**src/rtl/fixed_math_pkg.sv**
```systemverilog
// Shared fixed-point math helpers for the squarer and the Newton square-root unit.
// Provides the FSM state type, a constant clog2, and the round/shift/saturate step.
package fixed_math_pkg;

  typedef enum logic [1:0] {IDLE, CALC, FINISH} state_t;

  // Widest operand the shared saturation helper supports.
  localparam int MAXW = 64;

  function automatic int clog2(input int v);
    int r;
    if (v <= 1) return 1;
    for (r = 0; (1 << r) < v; r++) begin end
    return r;
  endfunction

  // Returns {overflow, sq}; sq occupies the low `width` bits of the MAXW field.
  // The rounding add is done one bit wider than acc so its carry reaches the check.
  function automatic logic [MAXW:0] sat_shift(input logic [2*MAXW-1:0] acc,
                                              input logic             rnd,
                                              input int               width,
                                              input int               frac);
    logic [2*MAXW:0] sum;
    logic [2*MAXW:0] ones;
    logic [2*MAXW:0] one;
    one  = {{(2*MAXW){1'b0}}, 1'b1};
    sum  = {1'b0, acc};
    if (rnd && frac > 0) sum = sum + (one << (frac - 1));
    sum  = sum >> frac;
    ones = (one << width) - one;
    if ((sum & ~ones) != '0) return {1'b1, {MAXW{1'b1}}};
    return {1'b0, sum[MAXW-1:0]};
  endfunction

endpackage

```
**src/rtl/fixed_square_seq.sv**
```systemverilog
// Sequential unsigned fixed-point squarer, one multiplier bit per cycle (shift-add).
// Define SQUARE_ROUND_EN for round-half-up; otherwise the result is truncated.
module fixed_square_seq
  import fixed_math_pkg::*;
#(
  parameter int WIDTH           = 32,
  parameter int FRACTIONAL_BITS = 16
) (
  input  logic             clk,
  input  logic             rst_n,
  input  logic             start,
  input  logic [WIDTH-1:0] x,
  output logic             busy,
  output logic             done,
  output logic [WIDTH-1:0] sq,
  output logic             overflow
);

  localparam int CW = clog2(WIDTH);
  localparam logic [CW-1:0] CNT_LAST = CW'(WIDTH - 1);
`ifdef SQUARE_ROUND_EN
  localparam logic RND = 1'b1;
`else
  localparam logic RND = 1'b0;
`endif

  state_t             state_q, state_d;
  logic [WIDTH-1:0]   mcand_q, mplier_q;
  logic [2*WIDTH-1:0] acc_q;
  logic [CW-1:0]      cnt_q;
  logic               done_q, ovf_q;
  logic [WIDTH-1:0]   sq_q;
  logic [2*MAXW-1:0]  acc_ext;
  logic [MAXW:0]      res;

  assign acc_ext = (2*MAXW)'(acc_q);
  assign res     = sat_shift(acc_ext, RND, WIDTH, FRACTIONAL_BITS);

  generate
    if (WIDTH < MAXW) begin : g_res_pad
      logic unused_res;
      assign unused_res = ^res[MAXW-1:WIDTH];
    end
  endgenerate

  always_comb begin
    state_d = state_q;
    case (state_q)
      IDLE:    if (start) state_d = CALC;
      CALC:    if (cnt_q == CNT_LAST) state_d = FINISH;
      FINISH:  state_d = IDLE;
      default: state_d = IDLE;
    endcase
  end

  always_ff @(posedge clk or negedge rst_n) begin
    if (!rst_n) begin
      state_q  <= IDLE;
      mcand_q  <= '0;
      mplier_q <= '0;
      acc_q    <= '0;
      cnt_q    <= '0;
      done_q   <= 1'b0;
      sq_q     <= '0;
      ovf_q    <= 1'b0;
    end else begin
      state_q <= state_d;
      done_q  <= 1'b0;
      case (state_q)
        IDLE: if (start) begin
          mcand_q  <= x;
          mplier_q <= x;
          acc_q    <= '0;
          cnt_q    <= '0;
        end
        CALC: begin
          if (mplier_q[cnt_q]) acc_q <= acc_q + ({{WIDTH{1'b0}}, mcand_q} << cnt_q);
          cnt_q <= cnt_q + CW'(1);
        end
        FINISH: begin
          sq_q   <= res[WIDTH-1:0];
          ovf_q  <= res[MAXW];
          done_q <= 1'b1;
        end
        default: ;
      endcase
    end
  end

  assign busy     = (state_q != IDLE);
  assign done     = done_q;
  assign sq       = sq_q;
  assign overflow = ovf_q;

endmodule
```
**config.mk**
```make
export PLATFORM = sky130hd
export DESIGN_NAME = fixed_square_seq
export DESIGN_NICKNAME = d
export VERILOG_FILES = /design/src/rtl/fixed_math_pkg.sv /design/src/rtl/fixed_square_seq.sv
export SDC_FILE = /design/constraint.sdc
export NUM_CORES = 1
export LEC_CHECK = 0
export ABC_AREA = 1
export CELL_PAD_IN_SITES_DETAIL_PLACEMENT = 1
export CELL_PAD_IN_SITES_GLOBAL_PLACEMENT = 2
export CORE_UTILIZATION = 33
export DETAILED_ROUTE_END_ITERATION = 8
export HOLD_SLACK_MARGIN = 0.03
export PLACE_DENSITY_LB_ADDON = 0.1
export SKIP_CTS_REPAIR_TIMING = 1
export SLEW_MARGIN = 20
export SYNTH_ARGS = -nofsm -noshare
export SYNTH_HDL_FRONTEND = slang
export SYNTH_SLANG_ARGS = --single-unit
export TNS_END_PERCENT = 5
```
**constraint.sdc**
```tcl
create_clock -name clk -period 3.9 [get_ports clk]
set_input_delay 0.975 -clock clk [delete_from_list [all_inputs] [get_ports clk]]
set_output_delay 0.975 -clock clk [all_outputs]
set_load 0.03 [all_outputs]
```
Yosys cells after proc, flatten, opt, wreduce, memory -nomap -nowiden
Index checks and enable logic that the tools add are counted.
Widths: inputs -> output; s select.
{"block": "classes", "order_cmp": 1, "n_reduce_logical": 8, "mux": 14, "shifts": 1, "eq_ne": 6, "add_sub_neg": 2}
{"cell": "$mux 65", "n": 2}
{"cell": "$reduce_bool 129->1", "n": 1}
{"cell": "$mux 64", "n": 2}
{"cell": "$pmux 64 s2", "n": 1}
{"cell": "$add 64x64->64", "n": 1}
{"cell": "$shl 32x5->64", "n": 1}
{"cell": "$pmux 5 s2", "n": 1}
{"cell": "$lt 5x6->1 const B", "n": 1}
{"cell": "$ne 2x2->1 const B", "n": 3}
{"cell": "$reduce_and 2->1", "n": 3}
{"cell": "$add 5x1->5 const B", "n": 1}
{"cell": "$bmux 1 s5", "n": 1}
{"cell": "$eq 5x5->1 const B", "n": 1}
{"cell": "$mux 5", "n": 1}
{"cell": "$mux 2", "n": 2}
{"cell": "$pmux 2 s2", "n": 1}
{"cell": "$reduce_bool 2->1", "n": 2}
{"cell": "$mux 1", "n": 3}
{"cell": "$reduce_and 3->1", "n": 1}
{"cell": "$eq 2x1->1 const B", "n": 1}
{"cell": "$eq 2x2->1 const B", "n": 1}
{"cell": "$logic_not 2->1", "n": 1}
{"block": "totals", "regBits": 137, "out_inout_bits": 35, "elab_cells": 39}

Longest topological paths before layout
Gate-level depths: netlist of run 1.
{"block": "depth", "ltp_word": 4, "ltp_mapped": 26, "ltp_nobuf": 25}

Least setup slack after synthesis of run 1
No wires, ideal clock.
{"block": "synth_timing", "path_kind": "flip-flop to flip-flop", "start": "reg cnt_q[0]", "end": "reg acc_q[61]", "t_arrival_ns": 2.901, "required_time_ns": 3.783, "setup_time_ns": 0.117, "period_less_slack_ns": 3.018, "stages_incl_launch_ff": 23, "slack_ns": 0.882, "path_cell_list": "dfrtp_1 > buf_2 > or2_2 > o21ai_0 > nand2_1 > o21ai_0 > nor2_1 > a31oi_1 > nand2_1 > o21ai_0 > mux2i_1 > ha_1 > nand2_1 > nor2_1 > inv_1 > nor2_1 > inv_1 > nor4_1 > nand2_1 > nand2_1 > nand2_1 > nand3_1 > nand2_1"}
{"block": "synth_between", "elab_chain_len": 4, "word_cells_on_any_way": 8, "classes_between": "add/sub (1); eq/ne (1); shift (1); mux (4); reduce/logical (1)"}
{"item": "start: declaration", "line": "fixed_square_seq.sv:30", "text": "logic [CW-1:0] cnt_q;"}
{"item": "start signal: assignment", "line": "fixed_square_seq.sv:78", "text": "cnt_q <= cnt_q + CW'(1);"}
{"item": "$shl 32x5->64 or $bmux 1 s5 (tied branches)", "line": "fixed_square_seq.sv:77", "text": "if (mplier_q[cnt_q]) acc_q <= acc_q + ({{WIDTH{1'b0}}, mcand_q} << cnt_q);"}
{"item": "$add 64x64->64 or $mux 1 (tied branches)", "line": "fixed_square_seq.sv:77"}
{"item": "$mux 64 or $ne 2x2->1 (tied branches)"}
{"item": "$pmux 64 s2 or $reduce_and 3->1 (tied branches)"}
{"item": "end signal: assignment", "line": "fixed_square_seq.sv:77"}
{"item": "end: declaration", "line": "fixed_square_seq.sv:29", "text": "logic [2*WIDTH-1:0] acc_q;"}
Several ways; a longest one is shown, not always the timed one. The select of a mux whose other input is x is not followed.
A chain may end at the register's enable or synchronous reset.

Worst setup path in the final report of run 1
Ends and elaborated chain as after synthesis.

==> results of run 1 <==
worst max-delay path, delay by kind of cell, from the launching register on:
family	cells	cell delay (ps)
fa+ha+maj	1	390
buf+inv	2	300
flops	1	440
simple gates	12	1270
compound gates	6	1230
flip-flops by register name, summed over array words and instances (netlist names):
register / flops
acc_q: 64
mplier_q: 32
sq: 32
cnt_q: 5
state_q: 2
done: 1
overflow: 1
through the flow:
step,instance area [um^2],setup WS [ps]
3_5_place_dp,14500,-207
2_1_floorplan,12500,882
3_3_place_gp,14500,-208
4_1_cts,15100,-219
6_report,15500,142
5_1_grt,15500,-114
logic make-up (layout without fill, tap and decap cells):
logic type,count (synthesis),in the layout
flops,137,137
buf+inv,330,481
simple gates,1219,1219
xor+xnor,2,2
mux,17,17
compound gates,342,342
fa+ha+maj,66,66
routing by layer:
metal  GRT usage [%]  vias to the layer above  part of all wire, %
li1                -                     7036                    -
met1            40.8                     6855                   48
met2            48.7                      335                   45
met3            4.07                       66                  4.4
met4            9.45                        0                  2.8
met5               0                        -                    0
cell usage in the layout (no fill, tap or decap), drive strengths merged, types with 18 or more instances in the layout:
cell type / netlist / routed
inv: 258 / 262
a21oi: 100 / 100
o21ai: 176 / 176
buf: 41 / 124
clkbuf: 31 / 18
o211ai: 18 / 18
clkdlybuf4s50: 0 / 68
ha: 65 / 65
dfrtp: 137 / 137
nor3: 24 / 24
nand3: 125 / 125
nand2: 818 / 818
nor2: 207 / 207
layout make-up:
class                   count  share of cell area [%]
clock buffers              18                    2.83
clock inverters            13                    1.08
inverters                 258                    6.26
multi-input cells        1646                    52.5
flip-flops and latches    137                    22.1
well taps                 511                    4.12
repair buffers            192                    11.1
final timing paths:
check                            end  slack, ps
max                        acc_q[61]        140
min                         overflow        480
max reg2reg                acc_q[61]        140
min reg2reg                 overflow        480
max in group asynchronous  acc_q[57]       2510
min in group asynchronous   acc_q[6]        490
==> reports/qor.txt, run 1 <==
status: completed
die area: 38,800 um^2
vias in the first global route: 14,600
Startpoint Class: register
Vias: 14,300
Synth cell types: 37
first-pass GRT wire length: 86.6 mm
Placement Rows: 71
post-synthesis xor/xnor area fraction: 0.140%
Die Ht: 197 um
die width: 197 um
count leader, synth: nand2_1
Worst Min Path Start: overflow
placed insts: 2,738
dpl hpwl: 45.6 mm
CP Class: reg2reg
H-tree depth: 4
syn nets: 2,214
Total GRT Usage: 29.9%
# port buffers: 69
largest family of logic cells by synthesized area: simple AND/OR/NAND/NOR gates
Worst EP arrival: 4110 ps
simple-gate share of the synthesized area: 39.2%
max_slew headroom: 34.4%
Starting Density: 33.4%
flops & latches, synth: 137
Num CTS Buffers: 17
grt ovf: 0
setup tns final: 0 ps
P&R area growth vs syn: 23.7%
synthesized cell area: 12,500 um^2
Final period util: 96.4%
pins over their slew limit: 0
final cell count without fillers: 2,775
CP startpoint: cnt_q[0]
Fin Clk Skew: 16.1 ps
ys flop type: dfrtp_1
max-cap viol count: 0
worst reg2reg path depth: 21
Initial DRC Count: 821
WL final: 56.3 mm
HP Class: reg2reg
Post-Syn Instances: 2,113
clock tree buffer depth: 2
slowest stage cell, crit path: dfrtp_2
TritonCTS clock tree: yes
Ant. Diodes: 0
Sinks on Clock Net: 137
area leader, netlist: dfrtp_1
Skew-Pair Late Insertion Delay: 460 ps
Synth Area in Compound Gates: 14.8%
Reg clk slew, reported paths: 70 ps
final-stage net count: 2,353
Core Area: 37,500 um^2
largest net degree at the start of global routing: 65
Fill cells: 5,054
Seq/Total Area, Yosys: 27.4%
Max stage delay on crit path: 440 ps
f_max: 0.266 GHz
post-synthesis average cell area: 5.93 um^2
Crit. End Element: register
WL per Instance: 20.3 um
final hold slack: 485 ps
Post-Synth Adder-Cell Area: 6.65%
RSZ-0062 raised after global routing: true
Min-Delay Path Depth: 2
cells along the critical path: buf_4 -> nand2_1 -> and2_1 -> nand2_1 -> o21ai_0 -> o21ai_0 -> nand2_1 -> o21ai_0 -> inv_1 -> o21ai_0 -> ha_1 -> nand2_1 -> nand2_1 -> a21oi_1 -> nor2_1 -> nor2_1 -> nand2_1 -> a21oi_1 -> nand3_1 -> nand3_1 -> nand2_1
fin crit period: 3760 ps
crit-path max FO: 13
mux cell area share after synthesis: 1.36%
Final Hold Viols: 0
Synth top area share: 27.4%
residual DRC count: 0
final setup fails: 0
Synth area leaders: dfrtp_1, nand2_1, inv_1
Finished Core Util: 41.4%
Post-synth EDFFs: 0
share of cells above drive strength 1: 11.4%
antenna violations before repair: 1
Post-DRT Antenna Nets: 0
IO Count: 70
first drt pass iteration count: 5
via/cell ratio: 5.15
Worst-Margin Slew: 982 ps
Post-synth top cells: nand2_1, inv_1, nor2_1, o21ai_0, dfrtp_1
area occupied by multi-input gates: 8140 um^2
Worst Path Required: 4250 ps
ys async rst share: 100%
CTS Root Cell: clkbuf_16
routability-driven placement congestion ratio: 0.975
CP dominant cell by count: nand2_1
Syn. warnings: 0
Register Area: 3430 um^2
Critical R2R Launch: cnt_q[0]
Power of run 1 is not shown: default switching activity piles up to over one toggle a cycle in this logic, so the estimate is an artifact.
==> run 2: changes to the inputs <==
--- a/config.mk
+++ b/config.mk
@@ -8,7 +8,8 @@
 export ABC_AREA = 1
 export CELL_PAD_IN_SITES_DETAIL_PLACEMENT = 1
 export CELL_PAD_IN_SITES_GLOBAL_PLACEMENT = 2
-export CORE_UTILIZATION = 33
+export CORE_MARGIN = 2
+export CORE_UTILIZATION = 35
 export DETAILED_ROUTE_END_ITERATION = 8
 export HOLD_SLACK_MARGIN = 0.03
 export PLACE_DENSITY_LB_ADDON = 0.1
==> constraint.sdc (replaced) <==
create_clock -name clk -period 4.8 [get_ports clk]
set_input_delay 1.2 -clock clk [delete_from_list [all_inputs] [get_ports clk]]
set_output_delay 1.2 -clock clk [all_outputs]
set_load 0.03 [all_outputs]
==> reports/qor.txt, run 2 (synthesis results as in run 1) <==
final hold slack: 487 ps (was 485 ps)
Startpoint Class: register (unchanged)
WL final: 53.6 mm (was 56.3 mm)
Num CTS Buffers: 17 (unchanged)
status: completed (unchanged)
fin crit period: 4260 ps (was 3760 ps)
Total GRT Usage: 29.1% (was 29.9%)
RSZ-0062 raised after global routing: false (was true)
max_slew headroom: 23.5% (was 34.4%)
Ant. Diodes: 0 (unchanged)
setup tns final: 0 ps (unchanged)
Initial DRC Count: 975 (was 821)
WL per Instance: 20.4 um (was 20.3 um)
H-tree depth: 4 (unchanged)
Reg clk slew, reported paths: 70 ps (about the same)
Final Hold Viols: 0 (unchanged)
dpl hpwl: 43.4 mm (was 45.6 mm)
die area: 37,300 um^2 (was 38,800 um^2)
max-cap viol count: 0 (unchanged)
met1 Usage GRT: 40.8% (about the same)
Fill cells: 4,817 (was 5,054)
final-stage net count: 2,249 (was 2,353)
antenna violations before repair: 1 (unchanged)
most frequent cells in the layout: nand2_1, inv_1, nor2_1 (unchanged)
Die Ht: 193 um (was 197 um)
routing usage on met2: 46.4% (was 48.7%)
first drt pass iteration count: 5 (unchanged)
final setup fails: 0 (unchanged)
Worst EP arrival: 4620 ps (was 4110 ps)
# port buffers: 69 (unchanged)
grt ovf: 0 (unchanged)
CP Class: reg2reg (unchanged)
first-pass GRT wire length: 84.0 mm (was 86.6 mm)
Fin Clk Skew: 15.2 ps (was 16.1 ps)
Finished Core Util: 40.4% (was 41.4%)
IO Count: 70 (unchanged)
placed insts: 2,590 (was 2,738)
largest net degree at the start of global routing: 76 (was 65)
HP Class: reg2reg (unchanged)
clock tree buffer depth: 2 (unchanged)
Post-DRT Antenna Nets: 0 (unchanged)
CTS Root Cell: clkbuf_16 (unchanged)
Placement Rows: 69 (was 71)
share of cells above drive strength 1: 3.10% (was 11.4%)
TritonCTS clock tree: yes (unchanged)
Vias: 13,800 (was 14,300)
busiest grt layer: met2 (unchanged)
Global Route met3 Usage: 4.31% (was 4.07%)
register with the most flip-flops: acc_q (unchanged)
Sinks on Clock Net: 137 (unchanged)
die width: 193 um (was 197 um)
crit-path max FO: 17 (was 13)
Final period util: 88.8% (was 96.4%)
Worst Path Required: 5160 ps (was 4250 ps)
vias in the first global route: 14,100 (was 14,600)
final cell count without fillers: 2,621 (was 2,775)
P&R area growth vs syn: 14.0% (was 23.7%)
max reg flops: 64 (unchanged)
pins over their slew limit: 0 (unchanged)
Skew-Pair Late Insertion Delay: 460 ps (about the same)
residual DRC count: 0 (unchanged)
Core Area: 35,400 um^2 (was 37,500 um^2)
f_max: 0.235 GHz (was 0.266 GHz)
routability-driven placement congestion ratio: 0.966 (was 0.975)
Worst-Margin Slew: 1140 ps (was 982 ps)
Starting Density: 35.4% (was 33.4%)
Crit. End Element: register (unchanged)
via/cell ratio: 5.25 (was 5.15)
most common cell after layout, fill and taps aside: nand2_1 (unchanged)
[run 2: changes by cell type in the layout (fill, tap and decap cells not counted), moves of 9 or more]
cell | before | now
nand2_2 | 14 | 1
o21ai_0 | 117 | 163
o21ai_2 | 9 | 0
nand2_1 | 804 | 817
nor2_2 | 26 | 1
a21oi_2 | 13 | 0
nor2_1 | 176 | 206
buf_4 | 115 | 18
a21oi_1 | 86 | 99
o21ai_1 | 50 | 13
[run 2: worst max-delay path, cell delays in order, from the launching register on]
cell and delay [ps]:
dfrtp_1 400, buf_4 200, o21ai_0 340, inv_1 80
nand2_1 60, o21ai_0 140, nand2_1 90, o21ai_0 220
nand2_1 120, o21ai_0 190, o21ai_0 360, ha_1 360
nand2_1 140, inv_1 50, a21oi_1 250, nand2_1 220
a21oi_1 170, nand2_1 260, nand2_1 260, nand3_1 90
nand3_1 90, nand2_1 50
[run 2: metrics by stage]
| stage | worst slack (ps) | area, um^2 |
|---|---|---|
| after floorplan | 1780 | 12500 |
| after global routing | 281 | 14300 |
| final | 536 | 14300 |
| after CTS | 619 | 14300 |
| after global placement | 627 | 13600 |
| after detailed placement | 631 | 13600 |
[run 2: final timing paths]
path,startpoint,end,slack [ps],depth (start not counted)
min in group asynchronous,rst_n,acc_q[6],770,1
worst max register to register,cnt_q[0],acc_q[62],540,21
worst max-delay path,cnt_q[0],acc_q[62],540,21
worst min-delay path,overflow,overflow,490,2
worst min register to register,overflow,overflow,490,2
max in group asynchronous,rst_n,done,3190,2
[run 2: final cells by class]
class	instances	area (um^2)	area share, %
inverters	258	968	6.78
multi-input cells	1646	7800	54.6
clock inverters	14	241	1.69
repair buffers	88	847	5.93
flip-flops and latches	137	3430	24.0
clock buffers	17	425	2.98
well taps	461	577	4.04
[run 2: per-layer routing]
| metal | part of all wire (%) | up-vias |
|---|---|---|
| met5 | 0.024 | - |
| met4 | 2.5 | 2 |
| met3 | 4.1 | 61 |
| met2 | 44 | 270 |
| met1 | 49 | 6600 |
| li1 | - | 6823 |
Power of run 2 is left out for the same reason.
